==> src/rtl/sargantana_icache_pkg.sv <==
// ---------------------------------------------------------------------------
// sargantana_icache_pkg
// Shared types and constants for the Sargantana i-cache blocks.
//   icache_flush_state_t : state encoding of the flush/invalidation sequencer
//   ICACHE_N_SETS        : number of sets in the i-cache valid arrays
//   ICACHE_N_WAY         : number of ways (one valid-bit clear enable per way)
// ---------------------------------------------------------------------------
package sargantana_icache_pkg;

    localparam int ICACHE_N_SETS = 64;
    localparam int ICACHE_N_WAY  = 4;

    typedef enum logic [1:0] {
        IDLE  = 2'd0,
        DRAIN = 2'd1,
        WALK  = 2'd2,
        DONE  = 2'd3
    } icache_flush_state_t;

endpackage

==> src/rtl/sargantana_icache_flush_seq_if.sv <==
// ---------------------------------------------------------------------------
// sargantana_icache_flush_seq_if
// Bundles the flush handshake, ctrl fill status, valid-array clear port and
// single-set invalidate handshake of the i-cache flush sequencer.
//   master : the sequencer side (drives flush_ack_o, flush_done_o, busy_o,
//            inval_we_o, inval_idx_o, line_inval_ack_o)
//   slave  : the ctrl / requester side (drives flush_req_i, fill_busy_i,
//            fill_wr_i, line_inval_req_i, line_inval_idx_i)
// The _i/_o suffixes are relative to the sequencer.
// ---------------------------------------------------------------------------
interface sargantana_icache_flush_seq_if #(
    parameter int ICACHE_N_WAY  = sargantana_icache_pkg::ICACHE_N_WAY,
    parameter int ICACHE_N_SETS = sargantana_icache_pkg::ICACHE_N_SETS
);
    localparam int IDX_W = $clog2(ICACHE_N_SETS);

    logic                    flush_req_i;
    logic                    flush_ack_o;
    logic                    flush_done_o;
    logic                    busy_o;
    logic                    fill_busy_i;
    logic                    fill_wr_i;
    logic [ICACHE_N_WAY-1:0] inval_we_o;
    logic [IDX_W-1:0]        inval_idx_o;
    logic                    line_inval_req_i;
    logic [IDX_W-1:0]        line_inval_idx_i;
    logic                    line_inval_ack_o;

    modport master (
        input  flush_req_i, fill_busy_i, fill_wr_i, line_inval_req_i, line_inval_idx_i,
        output flush_ack_o, flush_done_o, busy_o, inval_we_o, inval_idx_o, line_inval_ack_o
    );

    modport slave (
        output flush_req_i, fill_busy_i, fill_wr_i, line_inval_req_i, line_inval_idx_i,
        input  flush_ack_o, flush_done_o, busy_o, inval_we_o, inval_idx_o, line_inval_ack_o
    );

endinterface

==> src/rtl/sargantana_icache_flush_seq.sv <==
// ---------------------------------------------------------------------------
// sargantana_icache_flush_seq
// Invalidation sequencer for the i-cache valid arrays. A flush request waits
// for any outstanding IFILL to drain, then clears all way valid bits of every
// set, one set per cycle, and pulses flush_done_o once the last set is done.
// Array fill writes from ctrl (fill_wr_i) always win over walker writes.
//
// Ports:
//   clk_i   : clock
//   rstn_i  : asynchronous reset, active-low
//   bus     : sargantana_icache_flush_seq_if.master
//             flush_req_i/flush_ack_o  flush request, acked combinationally
//             flush_done_o             1-cycle pulse after the last set
//             busy_o                   sequencer not IDLE
//             fill_busy_i / fill_wr_i  ctrl IFILL outstanding / array write
//             inval_we_o / inval_idx_o valid-bit clear enables and set index
//             line_inval_*             single-set invalidate handshake
//
// Configuration:
//   SARG_ICACHE_LINE_INVAL_EN : when defined, single-set invalidates are
//   served in IDLE; otherwise line_inval_* inputs are ignored and
//   line_inval_ack_o is tied to 0.
// ---------------------------------------------------------------------------
module sargantana_icache_flush_seq #(
    parameter int ICACHE_N_WAY  = sargantana_icache_pkg::ICACHE_N_WAY,
    parameter int ICACHE_N_SETS = sargantana_icache_pkg::ICACHE_N_SETS
) (
    input logic                           clk_i,
    input logic                           rstn_i,
    sargantana_icache_flush_seq_if.master bus
);
    import sargantana_icache_pkg::*;

    localparam int               IDX_W    = $clog2(ICACHE_N_SETS);
    localparam logic [IDX_W-1:0] LAST_SET = IDX_W'(ICACHE_N_SETS - 1);

    icache_flush_state_t     state_q, state_d;
    logic [IDX_W-1:0]        set_cnt_q, set_cnt_d;

    logic                    flush_ack;
    logic                    flush_done;
    logic                    busy;
    logic [ICACHE_N_WAY-1:0] inval_we;
    logic [IDX_W-1:0]        inval_idx;
    logic                    line_ack;

    always_ff @(posedge clk_i or negedge rstn_i) begin
        if (!rstn_i) begin
            state_q   <= IDLE;
            set_cnt_q <= '0;
        end else begin
            state_q   <= state_d;
            set_cnt_q <= set_cnt_d;
        end
    end

    always_comb begin
        state_d    = state_q;
        set_cnt_d  = set_cnt_q;
        flush_ack  = 1'b0;
        flush_done = 1'b0;
        busy       = 1'b1;
        inval_we   = '0;
        inval_idx  = '0;
        line_ack   = 1'b0;

        // Requests are accepted in every state; the state decides what the
        // request means. Gating with rstn_i keeps every output low while the
        // asynchronous reset is held.
        flush_ack = bus.flush_req_i & rstn_i;

        unique case (state_q)
            IDLE: begin
                busy = 1'b0;
                if (bus.flush_req_i) begin
                    state_d = DRAIN;
                end
`ifdef SARG_ICACHE_LINE_INVAL_EN
                else if (bus.line_inval_req_i && !bus.fill_wr_i && rstn_i) begin
                    inval_we  = '1;
                    inval_idx = bus.line_inval_idx_i;
                    line_ack  = 1'b1;
                end
`endif
            end

            // A request arriving here is simply absorbed: the walk that
            // follows covers it.
            DRAIN: begin
                if (!bus.fill_busy_i) begin
                    state_d   = WALK;
                    set_cnt_d = '0;
                end
            end

            // A ctrl fill write stalls the walker without advancing the
            // counter, so no set is ever skipped. A new flush request lets
            // the current write go out but restarts the walk from set 0,
            // which also takes precedence over finishing on the last set.
            WALK: begin
                if (!bus.fill_wr_i) begin
                    inval_we  = '1;
                    inval_idx = set_cnt_q;
                    set_cnt_d = set_cnt_q + 1'b1;
                    if (set_cnt_q == LAST_SET) begin
                        state_d = DONE;
                    end
                end
                if (bus.flush_req_i) begin
                    set_cnt_d = '0;
                    state_d   = WALK;
                end
            end

            DONE: begin
                flush_done = 1'b1;
                state_d    = bus.flush_req_i ? DRAIN : IDLE;
            end

            default: begin
                state_d = IDLE;
            end
        endcase
    end

`ifndef SARG_ICACHE_LINE_INVAL_EN
    logic unused_line_inval;
    assign unused_line_inval = ^{bus.line_inval_req_i, bus.line_inval_idx_i};
`endif

    assign bus.flush_ack_o      = flush_ack;
    assign bus.flush_done_o     = flush_done;
    assign bus.busy_o           = busy;
    assign bus.inval_we_o       = inval_we;
    assign bus.inval_idx_o      = inval_idx;
    assign bus.line_inval_ack_o = line_ack;

endmodule

==> src/flat_wrapper.sv <==
// flat-port wrapper written by rule: the top's interface ports become plain ports
module sargantana_icache_flush_seq_flat import sargantana_icache_pkg::*;
#(
    parameter int ICACHE_N_WAY  = sargantana_icache_pkg::ICACHE_N_WAY,
    parameter int ICACHE_N_SETS = sargantana_icache_pkg::ICACHE_N_SETS
)
  (clk_i, rstn_i, bus_flush_req_i, bus_fill_busy_i, bus_fill_wr_i, bus_line_inval_req_i, bus_line_inval_idx_i, bus_flush_ack_o, bus_flush_done_o, bus_busy_o, bus_inval_we_o, bus_inval_idx_o, bus_line_inval_ack_o);
  sargantana_icache_flush_seq_if #(.ICACHE_N_WAY(ICACHE_N_WAY), .ICACHE_N_SETS(ICACHE_N_SETS)) bus_i ();
  input logic clk_i;
  input logic rstn_i;
  input wire logic [$bits(bus_i.flush_req_i)-1:0] bus_flush_req_i;
  input wire logic [$bits(bus_i.fill_busy_i)-1:0] bus_fill_busy_i;
  input wire logic [$bits(bus_i.fill_wr_i)-1:0] bus_fill_wr_i;
  input wire logic [$bits(bus_i.line_inval_req_i)-1:0] bus_line_inval_req_i;
  input wire logic [$bits(bus_i.line_inval_idx_i)-1:0] bus_line_inval_idx_i;
  output wire logic [$bits(bus_i.flush_ack_o)-1:0] bus_flush_ack_o;
  output wire logic [$bits(bus_i.flush_done_o)-1:0] bus_flush_done_o;
  output wire logic [$bits(bus_i.busy_o)-1:0] bus_busy_o;
  output wire logic [$bits(bus_i.inval_we_o)-1:0] bus_inval_we_o;
  output wire logic [$bits(bus_i.inval_idx_o)-1:0] bus_inval_idx_o;
  output wire logic [$bits(bus_i.line_inval_ack_o)-1:0] bus_line_inval_ack_o;
  assign bus_i.flush_req_i = bus_flush_req_i;
  assign bus_i.fill_busy_i = bus_fill_busy_i;
  assign bus_i.fill_wr_i = bus_fill_wr_i;
  assign bus_i.line_inval_req_i = bus_line_inval_req_i;
  assign bus_i.line_inval_idx_i = bus_line_inval_idx_i;
  assign bus_flush_ack_o = bus_i.flush_ack_o;
  assign bus_flush_done_o = bus_i.flush_done_o;
  assign bus_busy_o = bus_i.busy_o;
  assign bus_inval_we_o = bus_i.inval_we_o;
  assign bus_inval_idx_o = bus_i.inval_idx_o;
  assign bus_line_inval_ack_o = bus_i.line_inval_ack_o;
  sargantana_icache_flush_seq #(.ICACHE_N_WAY(ICACHE_N_WAY), .ICACHE_N_SETS(ICACHE_N_SETS)) u_core (.clk_i(clk_i), .rstn_i(rstn_i), .bus(bus_i));
endmodule
==> config.mk <==
export PLATFORM = sky130hd
export DESIGN_NAME = sargantana_icache_flush_seq_flat
export DESIGN_NICKNAME = d
export VERILOG_FILES = /design/src/rtl/sargantana_icache_pkg.sv /design/src/rtl/sargantana_icache_flush_seq_if.sv /design/src/rtl/sargantana_icache_flush_seq.sv /design/src/flat_wrapper.sv
export SDC_FILE = /design/constraint.sdc
export NUM_CORES = 1
export LEC_CHECK = 0
export ABC_CLOCK_PERIOD_IN_PS = 1400
export BUFFER_PORTS_ARGS = -buffer_cell sky130_fd_sc_hd__buf_4
export CAP_MARGIN = 20
export CORE_MARGIN = 1
export CORE_UTILIZATION = 40
export DETAILED_ROUTE_END_ITERATION = 10
export GPL_ROUTABILITY_DRIVEN = 1
export PLACE_DENSITY = 0.72
export SLEW_MARGIN = 40
export SYNTH_ARGS = -nofsm -noshare
export SYNTH_HDL_FRONTEND = slang
export SYNTH_SLANG_ARGS = --single-unit
==> constraint.sdc <==
create_clock -name clk_i -period 1.4 [get_ports clk_i]
set_input_delay 0.28 -clock clk_i [delete_from_list [all_inputs] [get_ports clk_i]]
set_output_delay 0.28 -clock clk_i [all_outputs]
set_load 0.02 [all_outputs]
Word-level counts from Yosys, hierarchy flattened:

Cells that the tools add are included.

* register bits: 8
* input bits: 12
* output and inout port bits: 14
* word-level logic and storage cells: 33

* add/sub/neg operators: 1
* equality and inequality tests: 8
* muxes and demuxes: 17
* bitwise gates (word level): 1
* reduce and logical (&&, ||, !) cells: 4

Operator list (number)
* $mux W6: 5
* $pmux W6 S2: 1
* $mux W2: 5
* $mux W4: 2
* $pmux W2 S4: 1
* $add A6 B1 Y6 const B: 1
* $eq A6 B6 Y1 const B: 1
* $eq A2 B2 Y1 const B: 2
* $ne A2 B2 Y1 const B: 2
* $reduce_and A4 Y1: 1
* $mux W1: 3
* $ne A3 B2 Y1 const B: 1
* $ne A3 B3 Y1 const B: 1
* $reduce_and A3 Y1: 1
* $eq A2 B1 Y1 const B: 1
* $logic_not A2 Y1: 1
* $reduce_bool A2 Y1: 1
* $and A1 B1 Y1: 1

Longest topological paths before layout:

* depth after elaboration: 5
* depth in mapped cells: 7
* mapped depth without buffers: 6

Worst setup path before layout:

No wires, ideal clock.

* path type: register to register
* start: register u_core.state_q[0]
* end: register u_core.set_cnt_q[0]
* setup time: 125 ps
* data arrival time: 1468 ps
* required time: 1275 ps
* path slack: -193 ps
* cell stages (with the launch flop): 7
* path buffers: 1
* period minus slack after synthesis: 1593 ps
* path through: dfrtp_1 -> inv_1 -> ha_1 -> and2b_4 -> and3b_1 -> buf_4 -> mux2_2

* longest elaborated chain between the ends: 3
* elaborated cells between the ends (all ways): 7
* classes of those cells: eq/ne: 4; mux: 1; reduce/logical: 2

RTL lines
* start, declared: RTL line sargantana_icache_flush_seq.sv:37 `icache_flush_state_t state_q, state_d;`
* start signal, assigned: RTL line sargantana_icache_flush_seq.sv:52 `state_q <= state_d;`
* $eq A2 B2 Y1 / $eq A2 B1 Y1 (equally long branches): RTL line sargantana_icache_flush_seq.sv:72 `unique case (state_q)`
* $ne A3 B3 Y1 (no source line) (tied with other cells)
* $reduce_and A3 Y1 (no source line)
* end signal, assigned: RTL line sargantana_icache_flush_seq.sv:53 `set_cnt_q <= set_cnt_d;`
* end, declared: RTL line sargantana_icache_flush_seq.sv:38 `logic [IDX_W-1:0] set_cnt_q, set_cnt_d;`

Several ways; a longest one is shown, not always the timed one.
A chain may end at the register's enable or synchronous reset.

Worst setup path after layout:

* start: register u_core.state_q[0]
* end: output bus_inval_idx_o[5]

* longest elaborated chain between the ends: 2

RTL lines
* $eq A2 B2 Y1: RTL line sargantana_icache_flush_seq.sv:72
* $mux W6: RTL line sargantana_icache_flush_seq.sv:72
* end, declared: RTL line flat_wrapper.sv:20 `output wire logic [$bits(bus_i.inval_idx_o)-1:0] bus_inval_idx_o;`

Every way passes these cells.

==> results.py <==
metrics = {
    "setup_path": {
        "endpoint": "bus_inval_idx_o[5]",
        "reg2reg_slack_ns": -0.15,
        "cp.arrival_ns": 1.34,
        "crit_path_top_delay_cell": "dfrtp_1",
        "crit_chain": "inv_2 > ha_4 > and2b_2 > and2_4 > buf_6",
        "start_kind": "register",
        "critical_path_depth": 5,
        "reg2reg_to": "u_core.state_q[1]$_DFFE_PN0P_",
        "cp_max_fo": 4,
        "endpoint_kind": "output port",
        "worstSetupPathType": "register to output port",
        "slowest_delay_ns": 0.37,
        "crit_start": "u_core.state_q[0]$_DFFE_PN0P_",
        "crit_buf_inv": 2,
        "critPathRequiredTime_ns": 1.12,
        "reg2reg_depth": 7,
        "r2r_start": "u_core.state_q[0]$_DFFE_PN0P_",
        "path_delay_family": "flip-flops",
    },
    "yosys": {
        "syn_nets": 82,
        "synthTopCellsByArea": "dfrtp_1 33%, ha_1 12%, o21ai_1 6.5%",
        "postSynthAreaPerCell_um2": 9.56,
        "synth_area_um2": 612,
        "ys_seq_area_share_pct": 32.7,
        "yosys_warnings": 0,
        "syn_inst": 64,
        "yosysUniqueCellTypes": 24,
        "synth_top_area_share_pct": 32.7,
        "synth_top_area_cell": "dfrtp_1",
        "ys_ff_latch": 8,
    },
    "status": {
        "violations": "setup timing",
        "outcome": "finished, violations left",
    },
    "power": {
        "power_density_nw_per_um2": 1760,
        "internal-power_mw": 1.17,
        "swShare_pct": 39.0,
        "sequentialPowerShare_pct": 17.0,
        "p_comb_share_pct": 73.3,
        "clkPwrFrac_pct": 9.7,
        "ir_worst_vdd_uv": 1340,
        "leakage_nw": 0.539,
        "switching_power_mw": 0.745,
        "p_total_mw": 1.91,
    },
    "routing": {
        "drt_iter0_markers": 18,
        "wl_per_cell_um": 14.6,
        "drt_wl_total_um": 1700,
        "drtPass1Iterations": 4,
        "ant_nets": 0,
        "drc": 0,
        "routed_via_density": 5.22,
        "vias": 611,
    },
    "final_layout": {
        "synthToLayoutAreaGrowth_pct": 77.1,
        "most-common-layout-cells": "24 x buf_4, 15 x buf_6, 8 x o21ai_1, 8 x dfrtp_1, 6 x and2_4",
        "drive_gt1_share_pct": 67.6,
        "final_cell_area_um2": 1080,
        "layout_commonest_cell": "buf_4",
        "diodes": 0,
        "nets": 122,
    },
    "timing": {
        "period_share_pct": 116,
        "rsz0062_at_grt": "yes",
        "fin_ws_ns": -0.221,
        "fmax_mhz": 617,
        "finalMaxSlewViolations": 0,
        "finalHoldViolCount": 0,
        "skew_ns": 0.0196,
        "setup_viol": 20,
        "finalCriticalPeriod_ns": 1.62,
    },
    "global_routing": {
        "grt_pass1_vias": 557,
        "grt_use_total_pct": 23.7,
        "grt-ovfl-total": 0,
        "grt_pass1_wl_um": 2440,
        "grt_start_max_net_pins": 9,
        "antenna_found_initial": 0,
    },
    "die": {
        "rows": 13,
        "chipHeight_um": 41.1,
        "initial_utilization_pct": 44.8,
        "dieArea_um2": 1690,
        "die_x_um": 41.1,
        "core_um2": 1370,
        "ios": 26,
    },
    "clock_tree": {
        "path_clk_slew_ns": 0.04,
        "cts.path.max_buffers": 2,
        "insertion_delay_ns": 0.27,
        "cts_tree": "yes",
        "cts_max_level": 1,
        "cts_root_buffer": "clkbuf_4",
        "clock-sinks": 8,
        "numCtsBuffers": 3,
    },
    "job": {
        "cap_violations": 0,
    },
    "placement": {
        "numPortBuffers": 17,
        "dpl_cell_area_um2": 820,
        "hpwlAfterDp_um": 1070,
        "gp_congestion": 0.770,
    },
    "min_path": {
        "hp-class": "input pin to register",
        "hold_depth": 4,
    },
}
cell families (layout without fill, tap and decap cells):
family,Yosys count,in the layout,synth area share (%)
other cells,1,1,0.613
fa+ha+maj,6,6,12.3
simple gates,21,22,21.5
flops,8,8,32.7
buf+inv,10,47,10.4
mux,2,2,4.29
compound gates,16,16,18.2
area by class of cell:
cell class	count	area [um^2]
Clock buffer	3	22.5
Fill cell	83	283
Inverter	4	15.0
Multi-Input combinational cell	47	468
Sequential cell	8	200
Tap cell	15	18.8
Timing Repair Buffer	40	359
timing repair:
| item | 4_1_cts | 5_1_grt |
|---|---|---|
| endpoints found under the hold margin | 8 | 0 |
| resized for setup | 32 | 5 |
| buffers inserted | 7 | 2 |
| pin swaps | 11 | 4 |
| gates cloned | 1 | 0 |
| setup endpoints to repair | 20 | 20 |
| hold buffers | 1 | 0 |
registers in the layout, summed over array words and instances, names as in the netlist:
name              count
u_core.set_cnt_q      6
u_core.state_q        2
per-layer routing:
metal | wire (um) | global-route usage (%) | vias to the layer above | share of wire [%]
li1 | - | - | 294 | -
met1 | 741 | 25.1 | 292 | 44
met2 | 865 | 44.5 | 23 | 51
met3 | 77 | 6.52 | 2 | 4.5
met4 | 19 | 7.26 | 0 | 1.1
met5 | 0 | 0 | - | 0
worst min-delay path by stage:
stage | startpoint | end
final | bus_flush_req_i | u_core.state_q[0]$_DFFE_PN0P_
after detailed placement | rstn_i | u_core.set_cnt_q[5]$_DFFE_PN0P_
after CTS | bus_flush_req_i | u_core.state_q[0]$_DFFE_PN0P_
after global routing | bus_flush_req_i | u_core.state_q[0]$_DFFE_PN0P_
after floorplan | rstn_i | u_core.set_cnt_q[0]$_DFFE_PN0P_
after global placement | rstn_i | u_core.set_cnt_q[4]$_DFFE_PN0P_
per-stage QoR:
stage,hold WS [ns],utilization [%],TNS (ns),cells,setup WS (ns)
finish,0.440,79.3,-2.99,117,-0.221
global route,0.457,79.3,-4.07,117,-0.270
CTS,0.432,76.1,-2.86,115,-0.222
detailed placement,0.106,60.0,-0.935,103,-0.163
global placement,0.105,60.0,-0.402,103,-0.0829
floorplan,-0.0156,-,-0.184,64,-0.0804
synth_stat cells:
master / number
nor2_2: 1
dfrtp_1: 8
o21ai_1: 8
nor2_1: 2
and3b_1: 1
mux2_2: 1
and2b_4: 1
nand4_1: 2
ha_1: 6
conb_1: 1
and2_1: 6
buf_4: 5
and2_2: 1
o22a_1: 1
a21oi_1: 1
o221ai_2: 2
nand2_1: 4
a22o_1: 1
and3_1: 2
nand2b_4: 1
mux2_4: 1
a31oi_1: 3
buf_6: 1
inv_1: 4
power by group through the flow:
stage	clock network [mW]	logic (mW)	registers [mW]
6_report	0.185	1.40	0.325
3_3_place_gp	0	0.918	0.331
3_5_place_dp	0	0.967	0.336
2_1_floorplan	0	0.605	0.334
4_1_cts	0.188	1.31	0.322
5_1_grt	0.202	1.52	0.329
worst register-to-register path, stage by stage, from the launching register on:
cell	delay, ns
dfrtp_1	0.37
inv_2	0.07
ha_4	0.17
buf_4	0.14
nand2b_4	0.11
o221ai_4	0.12
nor2_4	0.15
mux2_4	0.31
(Power assumes the default switching activity.)
